## src/rtl/adder_tree_loader.sv

```systemverilog
// Operand loader and result collector for adder_tree_top: packs eight stream words
// into a stable bank, waits out the tree latency and returns the captured sum.
module adder_tree_loader #(
  parameter int ADDER_WIDTH  = 8,
  parameter int TREE_LATENCY = 2
) (
  input  logic                   clk,
  input  logic                   rst_n,
  input  logic [ADDER_WIDTH-1:0] in_data,
  input  logic                   in_valid,
  output logic                   in_ready,
  output logic [ADDER_WIDTH-1:0] isum0_0_0_0,
  output logic [ADDER_WIDTH-1:0] isum0_0_0_1,
  output logic [ADDER_WIDTH-1:0] isum0_0_1_0,
  output logic [ADDER_WIDTH-1:0] isum0_0_1_1,
  output logic [ADDER_WIDTH-1:0] isum0_1_0_0,
  output logic [ADDER_WIDTH-1:0] isum0_1_0_1,
  output logic [ADDER_WIDTH-1:0] isum0_1_1_0,
  output logic [ADDER_WIDTH-1:0] isum0_1_1_1,
  input  logic [ADDER_WIDTH:0]   tree_sum,
  output logic [ADDER_WIDTH:0]   out_sum,
  output logic                   out_ovf,
  output logic                   out_mismatch,
  output logic                   out_valid,
  input  logic                   out_ready
);

  localparam int AW = ADDER_WIDTH + 3;
  localparam int CW = $clog2(TREE_LATENCY + 2);

  typedef enum logic [1:0] {IDLE, FILL, WAIT, DONE} state_e;

  state_e                 state_q, state_d;
  logic [2:0]             idx_q, idx_d;
  logic [AW-1:0]          acc_q, acc_d;
  logic [CW-1:0]          wait_cnt_q, wait_cnt_d;
  logic [ADDER_WIDTH-1:0] bank_q [8];
  logic [ADDER_WIDTH-1:0] bank_d [8];
  logic [ADDER_WIDTH:0]   out_sum_q, out_sum_d;
  logic                   out_ovf_q, out_ovf_d;
  logic                   out_mismatch_q, out_mismatch_d;
  logic                   out_valid_q, out_valid_d;

  always_comb begin
    state_d        = state_q;
    idx_d          = idx_q;
    acc_d          = acc_q;
    wait_cnt_d     = wait_cnt_q;
    bank_d         = bank_q;
    out_sum_d      = out_sum_q;
    out_ovf_d      = out_ovf_q;
    out_mismatch_d = out_mismatch_q;
    out_valid_d    = out_valid_q;
    case (state_q)
      IDLE: state_d = FILL;
      FILL: begin
        if (in_valid) begin
          bank_d[idx_q] = in_data;
          acc_d         = acc_q + AW'(in_data);
          idx_d         = idx_q + 3'd1;
          if (idx_q == 3'd7) begin
            wait_cnt_d = CW'(TREE_LATENCY);
            state_d    = WAIT;
          end
        end
      end
      WAIT: begin
        // The bank has been stable since the last accept, so the tree output is settled here.
        if (wait_cnt_q == '0) begin
          out_sum_d      = tree_sum;
          out_ovf_d      = |acc_q[AW-1:ADDER_WIDTH+1];
          out_mismatch_d = (tree_sum != acc_q[ADDER_WIDTH:0]);
          out_valid_d    = 1'b1;
          state_d        = DONE;
        end else begin
          wait_cnt_d = wait_cnt_q - CW'(1);
        end
      end
      DONE: begin
        if (out_ready) begin
          idx_d       = '0;
          acc_d       = '0;
          out_valid_d = 1'b0;
          state_d     = FILL;
        end
      end
      default: state_d = IDLE;
    endcase
  end

  always_ff @(posedge clk or negedge rst_n) begin
    if (!rst_n) begin
      state_q        <= IDLE;
      idx_q          <= '0;
      acc_q          <= '0;
      wait_cnt_q     <= '0;
      out_sum_q      <= '0;
      out_ovf_q      <= 1'b0;
      out_mismatch_q <= 1'b0;
      out_valid_q    <= 1'b0;
      for (int i = 0; i < 8; i++) bank_q[i] <= '0;
    end else begin
      state_q        <= state_d;
      idx_q          <= idx_d;
      acc_q          <= acc_d;
      wait_cnt_q     <= wait_cnt_d;
      out_sum_q      <= out_sum_d;
      out_ovf_q      <= out_ovf_d;
      out_mismatch_q <= out_mismatch_d;
      out_valid_q    <= out_valid_d;
      for (int i = 0; i < 8; i++) bank_q[i] <= bank_d[i];
    end
  end

  assign in_ready     = (state_q == FILL);
  assign out_sum      = out_sum_q;
  assign out_ovf      = out_ovf_q;
  assign out_mismatch = out_mismatch_q;
  assign out_valid    = out_valid_q;

  assign isum0_0_0_0 = bank_q[0];
  assign isum0_0_0_1 = bank_q[1];
  assign isum0_0_1_0 = bank_q[2];
  assign isum0_0_1_1 = bank_q[3];
  assign isum0_1_0_0 = bank_q[4];
  assign isum0_1_0_1 = bank_q[5];
  assign isum0_1_1_0 = bank_q[6];
  assign isum0_1_1_1 = bank_q[7];

endmodule

```

## config.mk

```make
export PLATFORM = sky130hd
export DESIGN_NAME = adder_tree_loader
export DESIGN_NICKNAME = d
export VERILOG_FILES = /design/src/rtl/adder_tree_loader.sv
export SDC_FILE = /design/constraint.sdc
export NUM_CORES = 1
export LEC_CHECK = 0
export ABC_CLOCK_PERIOD_IN_PS = 2500
export CORE_ASPECT_RATIO = 1.2
export CORE_MARGIN = 5
export CORE_UTILIZATION = 50
export CTS_BUF_LIST = sky130_fd_sc_hd__clkbuf_16
export CTS_CLUSTER_DIAMETER = 40
export DETAILED_ROUTE_END_ITERATION = 16
export GPL_ROUTABILITY_DRIVEN = 0
export PLACE_DENSITY = 0.76
export SLEW_MARGIN = 20
export SYNTH_ARGS = -nofsm -noshare
export SYNTH_HDL_FRONTEND = slang
export SYNTH_SLANG_ARGS = --single-unit
```

## constraint.sdc

```tcl
create_clock -name clk -period 2.5 [get_ports clk]
set_input_delay 0.5 -clock clk [delete_from_list [all_inputs] [get_ports clk]]
set_output_delay 0.5 -clock clk [all_outputs]
set_load 0.1 [all_outputs]
```

== Yosys cells after proc, flatten, opt, wreduce, memory -nomap -nowiden ==
Cells that the tools add are included.

* Eq/ne operators: 10
* Add/subtract/negate cells: 3
* Reductions and logical operators: 13
* Muxes and demuxes: 19
* Bitwise operators: 1
* $mul: 0
* Shifts and indexed selects: 0
* Div/mod/pow operators: 0
* Magnitude comparators: 2

{| class="wikitable"
|+ Operators by type and width
! operator !! number
|-
| $bwmux 64 || 1
|-
| $demux 8 s3 || 1
|-
| $mux 11 || 2
|-
| $pmux 11 s2 || 1
|-
| $add 11x8->11 || 1
|-
| $mux 2 || 5
|-
| $ne 9x9->1 || 1
|-
| $mux 8 || 1
|-
| $ne 2x2->1 const B || 4
|-
| $pmux 2 s4 || 1
|-
| $reduce_and 4->1 || 2
|-
| $mux 3 || 2
|-
| $pmux 3 s2 || 1
|-
| $reduce_and 3->1 || 2
|-
| $reduce_bool 2->1 || 3
|-
| $eq 2x2->1 const B || 2
|-
| $ge 4x4->1 const B || 1
|-
| $logic_not 2->1 || 2
|-
| $lt 4x1->1 const B || 1
|-
| $not 3->4 || 1
|-
| $pmux 2 s2 || 1
|-
| $reduce_and 2->1 || 2
|-
| $add 3x1->3 const B || 1
|-
| $eq 3x3->1 const B || 1
|-
| other kinds (7) || 8
|}

* Word-level logic and storage cells: 64
* Input bits: 21
* Bits in latches: 0
* Memories kept: 0
* Bits in writable memories: 0
* Memory bits (read-only): 0
* Flip-flop bits (word level): 94
* Output and inout port bits: 77

== Depth between registers and ports, before layout ==
Gate-level depths: netlist of the first run.

* Word-level depth: 6
* Depth in mapped cells: 7
* Mapped depth without buffers: 7

== Least setup slack after synthesis of the first run ==
No wires, ideal clock.

* Path type: reg2reg
* From: reg state_q[1]
* To: reg bank_q, in the netlist isum0_0_0_1[0]
* Buffers on the path: 0
* Arrival time: 2,384 ps
* Clock period less this slack: 2,510 ps
* Cell stages (with the launch flop): 6
* Path slack: -10 ps
* Path through: dfrtp_1 -> inv_1 -> ha_1 -> nand2_1 -> nor3_4 -> mux2_2

* Word-level cells in the longest chain between the ends: 2

{| class="wikitable"
|+ RTL lines
! what !! RTL line !! source
|-
| start, declared || 33 || <nowiki>state_e state_q, state_d;</nowiki>
|-
| start signal, assigned || 103 || <nowiki>state_q <= state_d;</nowiki>
|-
| $eq 2x1->1 || - ||
|-
| via in_ready || 11 || <nowiki>output logic in_ready,</nowiki>
|-
| $reduce_and 2->1 (no source line) || - ||
|-
| end, declared || 37 || <nowiki>logic [ADDER_WIDTH-1:0] bank_q [8];</nowiki>
|}

The timed path passes the listed nets, and every way through them passes these cells.
A chain may end at the register's enable or synchronous reset.

== Worst setup path in the final report of the first run ==
* From: in in_data[0]
* To: reg acc_q[10]

* Word-level cells in the longest chain between the ends: 3

{| class="wikitable"
|+ RTL lines
! what !! RTL line !! source
|-
| start, declared || 9 || <nowiki>input logic [ADDER_WIDTH-1:0] in_data,</nowiki>
|-
| $add 11x8->11 || 59 || <nowiki>acc_d = acc_q + AW'(in_data);</nowiki>
|-
| $mux 11 || 57 || <nowiki>if (in_valid) begin</nowiki>
|-
| $pmux 11 s2 || 54 || <nowiki>case (state_q)</nowiki>
|-
| end signal, assigned || 95 || <nowiki>acc_q <= '0;</nowiki>
|-
| end signal, assigned || 105 || <nowiki>acc_q <= acc_d;</nowiki>
|-
| end, declared || 35 || <nowiki>logic [AW-1:0] acc_q, acc_d;</nowiki>
|}

Every way passes these cells. The select of a mux whose other input is x is not followed.

==> flow_summary_export.csv, run 1 <==
group,metric,value,unit
synthesis,synth_most_common_cell,"dfrtp_1",
clock_tree,cts_hold_buf,0,
die,dieWidth,93.80,um
job,maxCapViolations,0,
die,start_util,51.39,%
sta,layout_worst_path_cycle_share,91.94,%
routing,vias,2932,
sta,setup_viol,0,
clock_tree,clk_pin_slew,60,ps
synthesis,yosys_warnings,0,
synthesis,synthCells,315,
clock_tree,post_cts_buffers,0,
synthesis,synth_top_family_by_area,"multiplexers",
sta,drv_slew,0,
grt,grt_pass1_vias,3005,
place,dp.cells,537,
grt,grt.total_usage,19.07,%
synthesis,synth-edff-count,0,
routing,wl_per_cell,17.28,um
sta,fmax,0.4351,GHz
synthesis,synth_area_per_cell,13.37,sq um
sta,worst_pin_slew,747.2,ps
synthesis,synthArstFlopShare,100.0,%
synthesis,synth_seq_area_share,55.84,%
grt,antenna_found_initial,1,
layout,fill_cells,623,
critical_path,critPathMaxStageDelay,440,ps
synthesis,synth_mux_area_share,20.49,%
place,port_buffers,97,
clock_tree,cts.sinks,94,
routing,drc_errors,0,
outcome,status,"finished clean",
synthesis,ys_top_cells_by_count,"dfrtp_1, mux2_2, nand2_1, ha_1, o21ai_0",
clock_tree,cts-root-buf,"clkbuf_16",
sta,hold_viol,0,
critical_path,worstSetupPathType,"primary input to register",
layout,postLayoutCellArea,5482,sq um
die,rows,36,
synthesis,synth_simple_gate_area_share,7.336,%
critical_path,path_cells,"clkdlybuf4s50_1 -> ha_1 -> fa_1 -> a211oi_2 -> o211ai_1 -> nand4_1 -> mux2i_1 -> o21ai_0",
critical_path,critPathRequiredTime,2710,ps
layout,syn_to_final_growth,30.12,%
grt,grt_first_pass_wirelength,15540,um
place,dp_hpwl,7132,um
critical_path,worstSetupEndpointType,"register",
sta,rsz0062_at_grt,"no",
synthesis,ys.flop_type,"dfrtp_1",
synthesis,synth_fp_nets,352,
critical_path,startpoint_type,"primary input",
synthesis,synth.top_cell.area_share,55.84,%
clock_tree,cts_buffer_depth,2,
grt,grt_overflow_total,0,
clock_tree,cts_resized,0,
clock_tree,clk_latency,340,ps
place,dpl-instance-area,5224,sq um
min_path,hp-class,"primary input to asynchronous set/reset pin",
synthesis,synth_cell_types,42,
die,dieArea,10370,sq um
die,core,8198,sq um
synthesis,ys_ff_latch,94,
die,ios,98,
synthesis,syn_area,4213,sq um
synthesis,synth_area_leaders,"dfrtp_1, mux2_2, ha_1",
synthesis,synth_fa_ha_area_share,4.930,%
routing,dr.pass1.iters,4,
sta,maxSlewHeadroom,50.19,%
layout,drive_gt1_share,44.29,%
critical_path,cp_data_arrival_time,2510,ps
grt,grt_max_degree,61,
clock_tree,htreeDepth,3,
clock_tree,numCtsBuffers,9,
layout,final_cells,552,
synthesis,yosys.area.top_type,"dfrtp_1",
sta,layout_min_cycle_time,2298,ps
die,die_h,110.6,um
critical_path,crit_slowest_cell,"clkdlybuf4s50_1",
critical_path,critPathMaxFanout,3,
routing,drtAntennaViolNets,0,
layout,antenna_cells,0,
layout,final_nets,471,
clock_tree,cts_tree,"done",
synthesis,synth_xor_area_share,2.703,%
routing,drt_first_iter_violations,127,
sta,clock_skew,9.450,ps
synthesis,synth_compound_area_share,7.366,%
routing,totalWireLength,9537,um
routing,vias_per_cell,5.312,
[worst max-delay path: cells and delay by family]
kind            cells  cell delay [ps]
fa+ha+maj           2              680
compound gates      3              580
buf+inv             1              440
mux                 1              170
simple gates        1              140
[kinds of logic (layout without fill, tap and decap cells)]
family          Yosys count  count (layout)
compound gates           46              46
buf+inv                  11             134
fa+ha+maj                16              16
simple gates             58              58
xor+xnor                 13              13
mux                      77              77
flops                    94              94
[cells in the final DEF, fill, tap and decap left out, types with 2 or more instances in the layout]
cell type        instances
nand2b_1                 3
nand4_1                  2
clkbuf_16                9
mux2_2                  74
a22o_1                   8
mux2i_1                  3
nor4_1                   2
o21bai_1                 2
o21ai_0                 15
xnor2_1                 10
dfrtp_1                 94
nor2_1                  10
nor2_2                   4
nor2b_1                  2
a21oi_1                  7
inv_1                    7
a211oi_1                 2
nor3_4                   2
buf_4                   95
xor2_1                   3
ha_1                    14
clkdlybuf4s50_1         19
nand2_1                 20
a211oi_2                 2
a21o_1                   2
nor3_1                   4
nand3_1                  5
[cell type report]
cell class                 count  area, sq um  area share (%)
multi-input combinational    210         1807           32.96
sequential                    94         2352           42.91
tap                          114        142.6           2.602
clock buffer                   9        225.2           4.109
clock inverter                 6        32.53          0.5935
timing repair buffer         114        903.4           16.48
inverter                       5        18.77          0.3424
[metrics by stage]
step	setup WS [ps]	TNS (ps)	util (%)	hold slack, ps
2_1_floorplan	384.6	0	-	204.4
3_3_place_gp	-76.49	-192.0	63.72	468.4
3_5_place_dp	-118.2	-341.8	63.72	485.7
4_1_cts	234.4	0	66.87	255.2
5_1_grt	73.59	0	66.87	288.0
6_report	201.5	0	66.87	236.6
[metal layers]
layer / vias to the layer above / part of all wire (%) / global-route usage, %
li1: 1374 / - / -
met1: 1446 / 40 / 23.42
met2: 95 / 49 / 30.13
met3: 15 / 8.8 / 7.755
met4: 2 / 1.8 / 6.744
met5: - / 0.14 / 0
[registers in the layout, summed over array words and instances (netlist names)]
signal	count
isum0_0_1_1	8
out_valid	1
out_sum	9
state_q	2
isum0_0_0_0	8
out_mismatch	1
isum0_0_0_1	8
isum0_1_1_1	8
isum0_1_0_0	8
isum0_1_0_1	8
wait_cnt_q	2
idx_q	3
isum0_0_1_0	8
out_ovf	1
acc_q	11
isum0_1_1_0	8
[final timing paths]
path	start	endpoint	slack, ps	depth (start not counted)
min in group clk	out_ovf	out_ovf	490	2
setup reg to reg	acc_q[0]	acc_q[10]	390	7
max in group asynchronous	rst_n	isum0_1_1_0[2]	1540	2
setup / recovery	in_data[0]	acc_q[10]	200	8
hold / removal	rst_n	state_q[0]	240	1
hold reg to reg	out_ovf	out_ovf	490	2
Power of run 1 is not shown: default switching activity piles up to over one toggle a cycle in this logic, so the estimate is an artifact.
==> run 2: changes to the inputs <==
--- a/config.mk
+++ b/config.mk
@@ -14,6 +14,7 @@
 export DETAILED_ROUTE_END_ITERATION = 16
 export GPL_ROUTABILITY_DRIVEN = 0
 export PLACE_DENSITY = 0.76
+export RECOVER_POWER = 100
 export SLEW_MARGIN = 20
 export SYNTH_ARGS = -nofsm -noshare
 export SYNTH_HDL_FRONTEND = slang
==> run 2 against run 1 <==
  * Critical path depth unchanged
  * First-iteration DRC count decreased by 2.4%
  * Cell count unchanged
  * Fmax increased by 0.74%
  * Hold slack improved by 250 ps
  * Global-route usage unchanged
  * Sequential share of layout area increased by 2.9 points
==> flow_summary_export.csv, run 2 (synthesis gave the netlist of run 1 again) <==
group,metric,value,unit
outcome,status,"finished clean",
critical_path,critPathMaxStageDelay,440,ps
clock_tree,clk_latency,340,ps
routing,drc_errors,0,
routing,totalWireLength,9462,um
die,rows,36,
layout,final_cell_mix,"dfrtp_1, clkbuf_1, mux2_2",
place,dp_hpwl,7132,um
routing,vias_per_cell,5.301,
sta,hold_viol,0,
layout,top_register,"acc_q",
grt,grt_pass1_vias,3005,
sta,clock_skew,8.530,ps
die,die_h,110.6,um
critical_path,crit_family,"compound AO/OA/AOI/OAI gates",
layout,antenna_cells,0,
grt,grt_first_pass_wirelength,15540,um
grt,grt_max_degree,61,
sta,worst_pin_slew,1461,ps
routing,vias,2926,
grt,grt.total_usage,19.07,%
clock_tree,htreeDepth,3,
critical_path,cp_data_arrival_time,2510,ps
job,maxCapViolations,0,
sta,layout_worst_path_cycle_share,91.27,%
min_path,hp-class,"register to register",
layout,final_util,62.61,%
die,dieWidth,93.80,um
die,core,8198,sq um
place,preCtsSetupSlack,-118.2,ps
sta,maxSlewHeadroom,2.576,%
grt,antenna_found_initial,1,
die,start_util,51.39,%
sta,fmax,0.4383,GHz
routing,wl_per_cell,17.14,um
die,ios,98,
critical_path,critPathRequiredTime,2730,ps
layout,largest_register_ffs,11,
critical_path,reg2regPathDepth,5,
routing,drt_first_iter_violations,124,
routing,dr.pass1.iters,5,
sta,setup_viol,0,
clock_tree,cts-root-buf,"clkbuf_16",
critical_path,startpoint_type,"primary input",
clock_tree,cts_buffer_depth,2,
sta,final.setup.tns,0,ps
min_path,min_delay_path_depth,2,
die,dieArea,10370,sq um
clock_tree,post_cts_buffers,0,
critical_path,worstSetupEndpointType,"register",
critical_path,cp_num_cells,8,
layout,drive_gt1_share,24.43,%
sta,rsz0062_at_grt,"no",
clock_tree,cts_resized,0,
routing,drtAntennaViolNets,0,
clock_tree,cts.sinks,94,
critical_path,worstSetupPathType,"primary input to register",
layout,syn_to_final_growth,21.83,%
sta,setup_slack,218.3,ps
place,port_buffers,97,
clock_tree,cts_tree,"done",
critical_path,crit_slowest_cell,"clkdlybuf4s50_1",
layout,final_common_cell,"dfrtp_1",
sta,layout_min_cycle_time,2282,ps
critical_path,critPathMaxFanout,3,
grt,grt_overflow_total,0,
critical_path,path_buf_inv,1,
clock_tree,clk_pin_slew,60,ps
critical_path,path_cells,"clkdlybuf4s50_1 -> ha_1 -> fa_1 -> a211oi_2 -> o21bai_1 -> a21oi_1 -> xnor2_1 -> a22o_1",
layout,final_nets,471,
clock_tree,cts_hold_buf,0,
sta,drv_slew,0,
clock_tree,numCtsBuffers,9,
run 2: path summary, 6_finish.rpt:
kind	startpoint	end	slack, ps
worst min register to register	out_ovf	out_ovf	480
max in group asynchronous	rst_n	isum0_0_0_1[6]	730
min in group asynchronous	rst_n	state_q[0]	520
worst min-delay path	out_ovf	out_ovf	480
worst max register to register	state_q[1]	isum0_0_0_1[5]	330
worst max-delay path	in_data[0]	acc_q[6]	220
run 2: final cells by class:
class | instances | area, sq um
clock buffers | 9 | 225.2
clock inverters | 6 | 32.53
fillers | 733 | 3065
inverters | 5 | 18.77
multi-input cells | 210 | 1777
flip-flops and latches | 94 | 2352
well taps | 114 | 142.6
repair buffers | 114 | 584.3
run 2: metal layers:
metal	routed length, um	global-route usage, %	part of all wire [%]
met1	3851	23.42	41
met2	4614	30.13	49
met3	811	7.755	8.6
met4	171	6.744	1.8
met5	13	0	0.14
run 2: per-stage QoR:
stage / std cells / cell area (sq um) / hold WS [ps]
3_5_place_dp: 537 / 5224 / 485.7
2_1_floorplan: 315 / 4215 / 204.4
5_1_grt: 552 / 5132 / 517.9
4_1_cts: 552 / 5482 / 255.2
3_3_place_gp: 537 / 5224 / 468.4
6_report: 552 / 5132 / 483.2
run 2: tightest hold or removal path, delay by kind of cell, from the launching register on:
family           cells  cell delay (ps)
flip-flops           1              340
AND/OR/NAND/NOR      1               50
AO/OA/AOI/OAI        1               60
Power of run 2 is left out for the same reason.
==> run 3: changes to the inputs <==
--- a/config.mk
+++ b/config.mk
@@ -15,7 +15,6 @@
 export GPL_ROUTABILITY_DRIVEN = 0
 export PLACE_DENSITY = 0.76
 export RECOVER_POWER = 100
-export SLEW_MARGIN = 20
 export SYNTH_ARGS = -nofsm -noshare
 export SYNTH_HDL_FRONTEND = slang
 export SYNTH_SLANG_ARGS = --single-unit
==> results of run 3 <==
The final DEF is identical to that of run 2; final timing and power are the same.
Power of run 3 is left out for the same reason.
